$ cat config.mk
export PLATFORM = sky130hd
export DESIGN_NAME = regfile_wb_arbiter_flat
export DESIGN_NICKNAME = d
export VERILOG_FILES = /design/src/rtl/regfile_wb_arbiter_pkg.sv /design/src/rtl/regfile_wb_arbiter_if.sv /design/src/rtl/regfile_wb_arbiter_rr.sv /design/src/rtl/regfile_wb_arbiter.sv /design/src/flat_wrapper.sv
export SDC_FILE = /design/constraint.sdc
export NUM_CORES = 1
export LEC_CHECK = 0
export BUFFER_PORTS_ARGS = -buffer_cell sky130_fd_sc_hd__buf_2
export CORE_MARGIN = 1
export CORE_UTILIZATION = 54
export CTS_BUF_LIST = sky130_fd_sc_hd__clkbuf_8
export CTS_CLUSTER_DIAMETER = 150
export DETAILED_ROUTE_END_ITERATION = 12
export PLACE_DENSITY_LB_ADDON = 0.3
export SLEW_MARGIN = 20
export SYNTH_ARGS = -nofsm -noshare
export SYNTH_HDL_FRONTEND = slang
export SYNTH_SLANG_ARGS = --single-unit
$ cat constraint.sdc
create_clock -name clk -period 5.4 [get_ports clk]
set_input_delay 1.08 -clock clk [delete_from_list [all_inputs] [get_ports clk]]
set_output_delay 1.08 -clock clk [all_outputs]
set_load 0.05 [all_outputs]
$ cat src/rtl/regfile_wb_arbiter_pkg.sv
`default_nettype none
// ============================================================================
// Module  : regfile_pkg
// Brief   : Shared sizes and types for the regfile writeback arbiter.
// Revision: 1.0  initial release
// ============================================================================
package regfile_pkg;

    localparam int NREQ  = 3;
    localparam int NREGS = 16;
    localparam int AW    = $clog2(NREGS);
    localparam int DW    = 16;

    typedef logic [AW-1:0] reg_idx_t;
    typedef logic [DW-1:0] reg_data_t;

endpackage
`default_nettype wire

$ cat src/rtl/regfile_wb_arbiter_if.sv
`default_nettype none
// ============================================================================
// Module  : regfile_wb_arbiter_if
// Brief   : Per-source writeback valid/ready bus into the regfile arbiter.
// Revision: 1.0  initial release
// ============================================================================
interface regfile_wb_arbiter_if #(
    parameter int NREQ = regfile_pkg::NREQ
);

    logic [NREQ-1:0]       req_valid;
    regfile_pkg::reg_idx_t  req_dest [NREQ];
    regfile_pkg::reg_data_t req_data [NREQ];
    logic [NREQ-1:0]       req_ready;

    modport master (
        output req_valid,
        output req_dest,
        output req_data,
        input  req_ready
    );

    modport slave (
        input  req_valid,
        input  req_dest,
        input  req_data,
        output req_ready
    );

endinterface
`default_nettype wire

$ cat src/rtl/regfile_wb_arbiter_rr.sv
`default_nettype none
// ============================================================================
// Module  : rr_arbiter
// Brief   : Round-robin one-hot arbiter; search starts at the stored pointer.
// Revision: 1.0  initial release
// ============================================================================
module rr_arbiter #(
    parameter  int N  = 3,
    localparam int PW = (N > 1) ? $clog2(N) : 1
) (
    input  wire logic          clk,
    input  wire logic          rst,
    input  wire logic [N-1:0]  valid,
    input  wire logic          advance,
    output logic      [N-1:0]  grant,
    output logic      [PW-1:0] ptr
);

    logic [PW-1:0] rPtr;
    logic [PW-1:0] wIdx;
    logic [PW-1:0] wWin;
    logic [PW-1:0] wNext;
    logic          wFound;

    always_comb begin
        grant  = '0;
        wIdx   = '0;
        wWin   = '0;
        wFound = 1'b0;
        for (int k = 0; k < N; k++) begin
            wIdx = PW'((int'(rPtr) + k) % N);
            if (!wFound && valid[wIdx]) begin
                grant[wIdx] = 1'b1;
                wWin        = wIdx;
                wFound      = 1'b1;
            end
        end
        wNext = PW'((int'(wWin) + 1) % N);
    end

    always_ff @(posedge clk or negedge rst) begin
        if (!rst) begin
            rPtr <= '0;
        end else if (advance && wFound) begin
            rPtr <= wNext;
        end
    end

    assign ptr = rPtr;

endmodule
`default_nettype wire

$ cat src/rtl/regfile_wb_arbiter.sv
`default_nettype none
// ============================================================================
// Module  : regfile_wb_arbiter
// Brief   : Round-robin share of the regfile write port plus busy scoreboard.
// Revision: 1.0  initial release
// ============================================================================
module regfile_wb_arbiter
    import regfile_pkg::*;
#(
    parameter int NREQ = regfile_pkg::NREQ
) (
    input  wire logic             clk,
    input  wire logic             rst,
    regfile_wb_arbiter_if.slave   wb,
    input  wire logic             rsv_valid,
    input  wire reg_idx_t         rsv_dest,
    output logic                  rsv_ok,
    input  wire reg_idx_t         rd_src1,
    input  wire reg_idx_t         rd_src2,
    output logic                  rd_hazard,
    output logic                  rf_we,
    output reg_idx_t              rf_dest,
    output reg_data_t             rf_wdata,
    output logic [NREGS-1:0]      busy_vec,
    output logic                  err_unrsv
);

    localparam int PW = (NREQ > 1) ? $clog2(NREQ) : 1;

    logic [NREQ-1:0]  wGrant;
    logic [NREQ-1:0]  wReady;
    logic [PW-1:0]    wPtr;
    logic             wAny;
    reg_idx_t         wDest;
    reg_data_t        wData;
    logic             wRsvOk;

    logic [NREGS-1:0] rBusy;
    logic             rErr;
    logic             rWe;
    reg_idx_t         rDest;
    reg_data_t        rData;

    rr_arbiter #(.N(NREQ)) u_rr (
        .clk     (clk),
        .rst     (rst),
        .valid   (wb.req_valid),
        .advance (wAny),
        .grant   (wGrant),
        .ptr     (wPtr)
    );

    // Ready is masked asynchronously so no transfer can be seen during reset.
    assign wReady       = wGrant & {NREQ{rst}};
    assign wb.req_ready = wReady;

    always_comb begin
        wAny  = |wReady;
        wDest = '0;
        wData = '0;
        for (int i = 0; i < NREQ; i++) begin
            if (wReady[i]) begin
                wDest = wb.req_dest[i];
                wData = wb.req_data[i];
            end
        end
    end

    // A reservation colliding with this cycle's clear is refused; the clear wins.
    assign wRsvOk    = rsv_valid && !rBusy[rsv_dest] && !(wAny && (wDest == rsv_dest));
    assign rsv_ok    = wRsvOk;
    assign rd_hazard = rBusy[rd_src1] | rBusy[rd_src2];

    always_ff @(posedge clk or negedge rst) begin
        if (!rst) begin
            rBusy <= '0;
            rErr  <= 1'b0;
            rWe   <= 1'b0;
            rDest <= '0;
            rData <= '0;
        end else begin
            rWe <= wAny;
            if (wAny) begin
                rBusy[wDest] <= 1'b0;
                rDest        <= wDest;
                rData        <= wData;
                if (!rBusy[wDest]) begin
                    rErr <= 1'b1;
                end
            end
            if (wRsvOk) begin
                rBusy[rsv_dest] <= 1'b1;
            end
        end
    end

    assign rf_we     = rWe;
    assign rf_dest   = rDest;
    assign rf_wdata  = rData;
    assign busy_vec  = rBusy;
    assign err_unrsv = rErr;

endmodule
`default_nettype wire

$ cat src/flat_wrapper.sv
// flat-port wrapper written by rule: the top's interface ports become plain ports
module regfile_wb_arbiter_flat import regfile_pkg::*;
#(
    parameter int NREQ = regfile_pkg::NREQ
)
  (clk, rst, rsv_valid, rsv_dest, rsv_ok, rd_src1, rd_src2, rd_hazard, rf_we, rf_dest, rf_wdata, busy_vec, err_unrsv, wb_req_valid, wb_req_dest, wb_req_data, wb_req_ready);
  regfile_wb_arbiter_if #(.NREQ(NREQ)) wb_i ();
  input  wire logic clk;
  input  wire logic rst;
  input  wire logic rsv_valid;
  input  wire reg_idx_t rsv_dest;
  output logic rsv_ok;
  input  wire reg_idx_t rd_src1;
  input  wire reg_idx_t rd_src2;
  output logic rd_hazard;
  output logic rf_we;
  output reg_idx_t rf_dest;
  output reg_data_t rf_wdata;
  output logic [NREGS-1:0] busy_vec;
  output logic err_unrsv;
  input wire logic [$bits(wb_i.req_valid)-1:0] wb_req_valid;
  input wire logic [$bits(wb_i.req_dest)-1:0] wb_req_dest;
  input wire logic [$bits(wb_i.req_data)-1:0] wb_req_data;
  output wire logic [$bits(wb_i.req_ready)-1:0] wb_req_ready;
  assign wb_i.req_valid = wb_req_valid;
  assign wb_i.req_dest = {>>{wb_req_dest}};
  assign wb_i.req_data = {>>{wb_req_data}};
  assign wb_req_ready = wb_i.req_ready;
  regfile_wb_arbiter #(.NREQ(NREQ)) u_core (.clk(clk), .rst(rst), .wb(wb_i), .rsv_valid(rsv_valid), .rsv_dest(rsv_dest), .rsv_ok(rsv_ok), .rd_src1(rd_src1), .rd_src2(rd_src2), .rd_hazard(rd_hazard), .rf_we(rf_we), .rf_dest(rf_dest), .rf_wdata(rf_wdata), .busy_vec(busy_vec), .err_unrsv(err_unrsv));
endmodule
==> results.tsv, run 1 <==
metric	value	unit
status	finished clean	
max cap viols	0	
wire length per cell	17.4	um
Post-synth EDFFs	0	
IO buf count	120	
CP max stage cell	a311o_1	
CTS tree	yes	
vias per inst	6.19	
Synth top area share	0.338	
worst hold slack	0.488	ns
ANT nets after route	0	
final wirelength	8430	um
placer congestion estimate	1.00	
CP Max Fanout	13	
r2r setup slk	1.90	ns
Crit path required time	4.32	ns
top_reg_cell synth	dfrtp_1	
root buffer cell	clkbuf_8	
Crit path largest cell delay	0.59	ns
n_diodes	0	
asr flop ratio synth	1.00	
r2r worst-path depth	12	
Crit Reg-Reg Startpoint	u_core.u_rr.ptr[0]	
largest net degree at the start of global routing	35	
Syn Area/Cell	9.80	um^2
FMAX	217	MHz
warnings from Yosys	0	
Die X	76.0	um
crit share post-route	0.852	
Seq/Total Area, Yosys	0.338	
setup TNS	0	ns
Critical Path Sink Type	output port	
initial core utilization	0.569	
FF-to-FF End	u_core.busy_vec[1]	
cell area after synthesis	2960	um^2
initial DRC count	160	
Pre-antenna DRT Iters	5	
vias in the first global route	2931	
number of H-tree levels	2	
TritonCTS sink count	40	
CTS max path bufs	2	
cts hold-fix bufs	0	
CP bufs+invs	2	
Final setup viols	0	
top cells by count, synth	o21ai_0, dfrtp_1, a22oi_1	
Total GRT Usage	0.308	
Final min period	4.60	ns
skew final	0.00860	ns
core area	5200	um^2
complex-gate fraction of the synthesized area	0.260	
CTS Buf Count	5	
leakage	1.66	nW
#FFs+latches synth	40	
first-pass GRT wire length	14200	um
count leader, synth	o21ai_0	
initial antenna violation count	0	
Die Span Y	76.0	um
Final Max Slew Viols	0	
Syn Nets	385	
simple-gate share of the synthesized area	0.164	
Slew headroom	0.603	
Setup Buffers After CTS	0	
Endpoint, Worst Hold	u_core.rf_dest[1]	
crit path cell chain	inv_1, ha_1, mux2_4, nor4_1, o21a_1, o2111ai_1, a311o_1, xor2_1, nand2_1, nor4_4, nor2b_1, buf_2	
Layout Nets	496	
Clock transition at path regs	0.08	ns
layout cells sized above 1	0.425	
Setup crit start kind	register	
Pwr Density	676	nW/um^2
critical path's top delay family	compound AO/OA/AOI/OAI gates	
hpwl dp	6210	um
mux share of post-synthesis cell area	0.148	
main combinational cell family by area after synthesis	compound AO/OA/AOI/OAI gates	
DRC violations left	0	
die area	5780	um^2
Ports	121	
grt total ovfl	0	
cells after synthesis	302	
HP Class	register to register	
Post-Route Utilization	0.710	
peak supply drop	441	uV
Synth area leader	dfrtp_1	
Area contributors post-synth	dfrtp_1, mux4_2, a22oi_1	
Hold Path Origin	u_core.rf_dest[1]	
unrepaired setup endpoints after global routing	no	
crit path DAT	3.52	ns
adder-cell share of the synthesized area	0.0245	
critical path class	register to output port	
hold path depth	2	
Yosys cell types	56	
final hold viol count	0	
Rows	26	
# resized after CTS	0	
area grow syn2layout	24.9	%
post-synthesis xor/xnor area fraction	0.0118	
via count	2997	
Worst Tran Pin Value	0.596	ns
Clock Latency Late Sink	0.30	ns
[layout make-up]
class	instances	area, um^2
multi-input combinational	232	1810
timing repair buffer	126	646
clock buffer	6	82.6
inverter	8	30.0
clock inverter	2	38.8
fill	419	1510
tap	70	87.6
sequential	40	1000
[tightest hold or removal path, cell delays in order, from the launching register on]
cell,delay [ns]
dfrtp_1,0.35
nand2_1,0.05
nand2_1,0.05
[per-stage QoR]
stage | cell area [um^2] | worst slack, ns | instances | power [W]
floorplan | 2960 | 0.732 | 302 | 0.00184
global placement | 3570 | 0.925 | 476 | 0.00218
detailed placement | 3570 | 0.853 | 476 | 0.00223
CTS | 3690 | 0.817 | 484 | 0.00249
global route | 3690 | 0.561 | 484 | 0.00266
finish | 3690 | 0.797 | 484 | 0.00250
[cell usage in the layout (no fill, tap or decap), drive strengths merged, types with 4 or more instances in the layout]
cell / Yosys / final
a21oi: 4 / 4
a22oi: 32 / 32
buf: 12 / 126
clkbuf: 10 / 6
dfrtp: 40 / 40
ha: 5 / 5
inv: 8 / 8
mux2i: 5 / 5
mux4: 16 / 16
nand2: 22 / 22
nand3: 12 / 12
nand4: 8 / 8
nor2: 9 / 9
nor2b: 9 / 9
o21ai: 58 / 58
or2: 4 / 4
[cell families after synthesis]
logic type / count (synthesis)
mux: 23
xor+xnor: 4
flops: 40
simple gates: 84
fa+ha+maj: 6
buf+inv: 30
compound gates: 115
[flip-flops by register name, indices dropped and copies added (netlist names)]
register and cells:
u_core.u_rr.ptr 2, u_core.err_unrsv 1, u_core.rf_we 1, u_core.busy_vec 16, u_core.rf_dest 4, u_core.rf_wdata 16
[how the worst max path moves through the flow]
stage / start / endpoint / slack, ns / cells after the start
3_5_place_dp: wb_req_valid[0] / rsv_ok / 0.85 / 11
6_report: u_core.u_rr.ptr[0] / rsv_ok / 0.80 / 12
3_3_place_gp: wb_req_valid[0] / rsv_ok / 0.93 / 11
2_1_floorplan: rsv_dest[0] / rsv_ok / 0.73 / 7
4_1_cts: u_core.u_rr.ptr[0] / rsv_ok / 0.82 / 12
5_1_grt: u_core.u_rr.ptr[1] / rsv_ok / 0.56 / 12
[power breakdown]
part	switching [W]	leakage, nW	internal (W)	total (W)
Combinational	0.00113	1.11	0.000520	0.00165
Clock	0.000111	0.0614	0.000151	0.000262
Sequential	0.000148	0.489	0.000441	0.000589
[layer usage]
layer,track usage,vias up,share of wire
met3,0.0731,24,0.070
met1,0.409,1442,0.40
met2,0.494,144,0.50
met4,0.115,0,0.022
met5,0,-,0
li1,-,1387,-
(Power assumes the default switching activity.)
==> inputs of run 2 (changes only) <==
Settings changed: SYNTH_HIERARCHICAL from default to 1.
==> results.tsv, run 2 <==
metric	value	unit
asr flop ratio synth	1.00	
vias per inst	6.36	
wire length per cell	18.2	um
Tot Pwr	0.00283	W
FMAX	208	MHz
Clock Latency Late Sink	0.30	ns
Setup crit start kind	register	
warnings from Yosys	6	
crit path DAT	3.72	ns
hpwl dp	6540	um
Final min period	4.80	ns
Setup WS pre-CTS	0.744	ns
area grow syn2layout	25.0	%
Clock transition at path regs	0.08	ns
leakage	1.72	nW
most frequent cells in the layout	buf_2, dfrtp_1, o21ai_0	
top_reg_cell synth	dfrtp_1	
grt total ovfl	0	
Syn Nets	384	
Crit Reg-Reg Startpoint	u_core/u_rr/ptr[1]	
initial DRC count	293	
Setup Buffers After CTS	0	
Worst Tran Pin Value	0.654	ns
Die Span Y	76.2	um
Ports	121	
Synth area leader	dfrtp_1	
vias in the first global route	2976	
CTS tree	yes	
final worst setup slack	0.603	ns
status	finished clean	
CTS max path bufs	2	
Die X	76.2	um
count leader, synth	dfrtp_1	
die area	5810	um^2
r2r setup slk	1.53	ns
root buffer cell	clkbuf_8	
Critical Path Sink Type	output port	
Crit path required time	4.32	ns
n_diodes	0	
met1 GRT Util	0.394	
peak supply drop	427	uV
Seq/Total Area, Yosys	0.336	
layout cells sized above 1	0.410	
M2 GR Usage	0.523	
Synth top area share	0.336	
busiest metal layer after global routing	met2	
Critical path origin	u_core/u_rr/ptr[1]	
Final setup viols	0	
Final Max Slew Viols	0	
HP Class	register to register	
initial antenna violation count	0	
via count	3064	
crit share post-route	0.888	
FF-to-FF End	u_core/busy_vec[0]	
Post-Route Utilization	0.715	
largest net degree at the start of global routing	34	
cts hold-fix bufs	0	
Post-synth EDFFs	0	
Yosys cell types	54	
Total GRT Usage	0.312	
Syn Area/Cell	9.89	um^2
CP Max Fanout	12	
Slew headroom	0.562	
number of H-tree levels	2	
CP endpoint	rsv_ok	
#FFs+latches synth	40	
DRC violations left	0	
cells after synthesis	301	
IO buf count	120	
top cells by count, synth	dfrtp_1, o21ai_0, a22oi_1	
critical path class	register to output port	
Pre-antenna DRT Iters	7	
first-pass GRT wire length	14200	um
TritonCTS sink count	40	
Rows	26	
initial core utilization	0.572	
Layout Nets	495	
setup TNS	0	ns
final hold viol count	0	
CTS Buf Count	5	
Area contributors post-synth	dfrtp_1, mux4_2, a22oi_1	
ANT nets after route	0	
Hold Path Origin	u_core/rf_dest[2]	
max cap viols	0	
Pwr Density	760	nW/um^2
most common cell after layout, fill and taps aside	buf_2	
placer congestion estimate	0.936	
met3 Usage GRT	0.0623	
final wirelength	8770	um
skew final	0.0101	ns
cell area after synthesis	2980	um^2
# resized after CTS	0	
core area	5200	um^2
r2r worst-path depth	12	
unrepaired setup endpoints after global routing	no	
-- run 2: changes by cell type after synthesis, moves of 6 or more --
cell,before,now
nand4_1,8,2
o31ai_1,1,8
a21oi_1,4,13
o21ai_2,11,2
o41ai_1,0,7
nand3b_1,0,6
nand2_1,22,28
nand3_1,11,4
o21ai_0,43,36
-- run 2: worst min-delay path by stage --
stage                     cells past startpoint                  to
after floorplan                               1  u_core/u_rr/ptr[1]
after global placement                        2   u_core/rf_dest[1]
after detailed placement                      2   u_core/rf_dest[2]
after CTS                                     2   u_core/rf_dest[2]
after global routing                          2   u_core/rf_dest[1]
final                                         2   u_core/rf_dest[2]
-- run 2: cell type report --
class,instances,area [um^2]
Fill cell,414,1480
Clock inverter,2,60.1
Clock buffer,5,68.8
Multi-Input combinational cell,231,1830
Timing Repair Buffer,126,646
Sequential cell,40,1000
Inverter,8,30.0
Tap cell,70,87.6
-- run 2: routing by layer --
| metal | wire, um | vias to the layer above | part of all wire |
|---|---|---|---|
| met5 | 0 | - | 0 |
| met4 | 196 | 0 | 0.022 |
| met3 | 757 | 29 | 0.086 |
| met2 | 4390 | 191 | 0.50 |
| met1 | 3420 | 1453 | 0.39 |
| li1 | - | 1391 | - |
-- run 2: power by group --
group / switching (W) / internal (W)
sequential: 0.000169 / 0.000445
combinational: 0.00130 / 0.000630
clock: 0.000105 / 0.000182
-- run 2: critical path, stage by stage, from the launching register on --
cell and delay, ns:
dfrtp_1 0.42, inv_1 0.09, ha_1 0.38, mux2i_1 0.38
o22ai_4 0.13, nor2b_1 0.15, a21oi_1 0.50, and3b_1 0.28
o211ai_2 0.26, xnor2_1 0.38, nor4_4 0.07, nor2_1 0.11
buf_2 0.27
-- run 2: through the flow --
| step | instances | hold slack (ns) | instance area [um^2] |
|---|---|---|---|
| final | 482 | 0.478 | 3720 |
| after global routing | 482 | 0.519 | 3720 |
| after CTS | 482 | 0.484 | 3720 |
| after detailed placement | 475 | 0.464 | 3590 |
| after global placement | 475 | 0.462 | 3590 |
| after floorplan | 301 | 0.517 | 2980 |
-- run 2: cell families after synthesis --
group,share of synthesized area
compound gates,0.304
xor+xnor,0.0114
fa+ha+maj,0.0210
buf+inv,0.0504
flops,0.336
mux,0.135
simple gates,0.142
==> inputs of run 3 (changes only) <==
Settings changed: PLACE_DENSITY from default to 0.95, PLACE_DENSITY_LB_ADDON 0.3 to default.
==> results.tsv, run 3 (same netlist as run 2, synthesis figures left out) <==
metric	value	unit
status	finished clean	
CTS max path bufs	2	
Rows	26	
Final setup viols	0	
leakage	1.69	nW
peak supply drop	476	uV
cts hold-fix bufs	0	
most frequent CP cell	nand3b_1	
Worst Tran Pin Value	1.06	ns
hpwl dp	6570	um
grt total ovfl	0	
die area	5810	um^2
wire length per cell	18.2	um
initial DRC count	434	
CTS Buf Count	5	
layout cells sized above 1	0.408	
max cap viols	0	
FMAX	210	MHz
Layout Nets	494	
Die X	76.2	um
skew final	0.0107	ns
Clock transition at path regs	0.09	ns
number of H-tree levels	2	
via count	3057	
crit path cell chain	inv_1, ha_1, mux2i_1, o22ai_1, nand3b_1, a21oi_1, nand3b_1, a211o_1, xnor2_2, nor4_4, nor2_1, buf_2	
initial antenna violation count	0	
Ports	121	
vias per inst	6.34	
most common cell after layout, fill and taps aside	buf_2	
Pre-antenna DRT Iters	6	
Slew headroom	0.292	
root buffer cell	clkbuf_8	
critical path's top delay family	compound AO/OA/AOI/OAI gates	
final wirelength	8750	um
Total GRT Usage	0.313	
# resized after CTS	0	
crit share post-route	0.882	
Setup crit start kind	register	
Pwr Density	741	nW/um^2
CP max stage cell	ha_1	
Clock Latency Late Sink	0.30	ns
largest net degree at the start of global routing	34	
final hold viol count	0	
Die Span Y	76.2	um
core area	5200	um^2
vias in the first global route	3060	
Inst Count DP	474	
TritonCTS sink count	40	
area grow syn2layout	23.4	%
CP Max Fanout	11	
CP bufs+invs	2	
HP Class	register to register	
Crit path required time	4.32	ns
n_diodes	0	
initial core utilization	0.572	
Crit path largest cell delay	0.50	ns
Final min period	4.76	ns
placer congestion estimate	0.995	
setup TNS	0	ns
critical path class	register to output port	
Post-Route Utilization	0.706	
CTS tree	yes	
DRC violations left	0	
crit path DAT	3.68	ns
fin cells	482	
first-pass GRT wire length	14400	um
unrepaired setup endpoints after global routing	no	
ANT nets after route	0	
IO buf count	120	
Critical Path Sink Type	output port	
Final Max Slew Viols	0	
Setup Buffers After CTS	0	
most frequent cells in the layout	buf_2, dfrtp_1, o21ai_0	
run 3: final timing paths:
kind,end,start,slack (ns),cells past startpoint
worst max-delay path,rsv_ok,u_core/u_rr/ptr[0],0.64,12
worst min-delay path,u_core/rf_dest[2],u_core/rf_dest[2],0.49,2
worst max register to register,u_core/busy_vec[9],u_core/u_rr/ptr[0],1.61,12
worst min register to register,u_core/rf_dest[2],u_core/rf_dest[2],0.49,2
max in group asynchronous,u_core/rf_wdata[11],rst,3.84,2
min in group asynchronous,u_core/busy_vec[8],rst,0.81,1
run 3: worst min-delay path: stages (launching register included):
cell and delay, ns:
dfrtp_1 0.35, nand2_1 0.05, nand2_1 0.06
run 3: final cells by class:
cell class,instances,area [um^2]
Fill cell,407,1530
Sequential cell,40,1000
Multi-Input combinational cell,231,1830
Tap cell,70,87.6
Timing Repair Buffer,125,638
Clock buffer,5,68.8
Clock inverter,3,21.3
Inverter,8,30.0
run 3: stage by stage:
stage | power [W] | hold WS, ns | setup slack (ns) | area [um^2]
after detailed placement | 0.00249 | 0.463 | 0.726 | 3580
after global placement | 0.00243 | 0.458 | 0.833 | 3580
after floorplan | 0.00208 | 0.517 | 0.764 | 2980
final | 0.00272 | 0.487 | 0.638 | 3670
after CTS | 0.00270 | 0.491 | 0.665 | 3670
after global routing | 0.00290 | 0.513 | 0.349 | 3670
run 3: report_power, final:
part / internal [W] / switching [W] / total, W
Combinational: 0.000626 / 0.00129 / 0.00191
Sequential: 0.000445 / 0.000159 / 0.000604
Clock: 0.0000917 / 0.000114 / 0.000206
Total: 0.00116 / 0.00156 / 0.00272
run 3: per-layer routing:
layer	track usage	wire length [um]	up-vias
met4	0.148	225	0
met5	0	0	-
met3	0.0659	805	28
met2	0.541	4460	223
li1	-	-	1387
met1	0.370	3260	1419
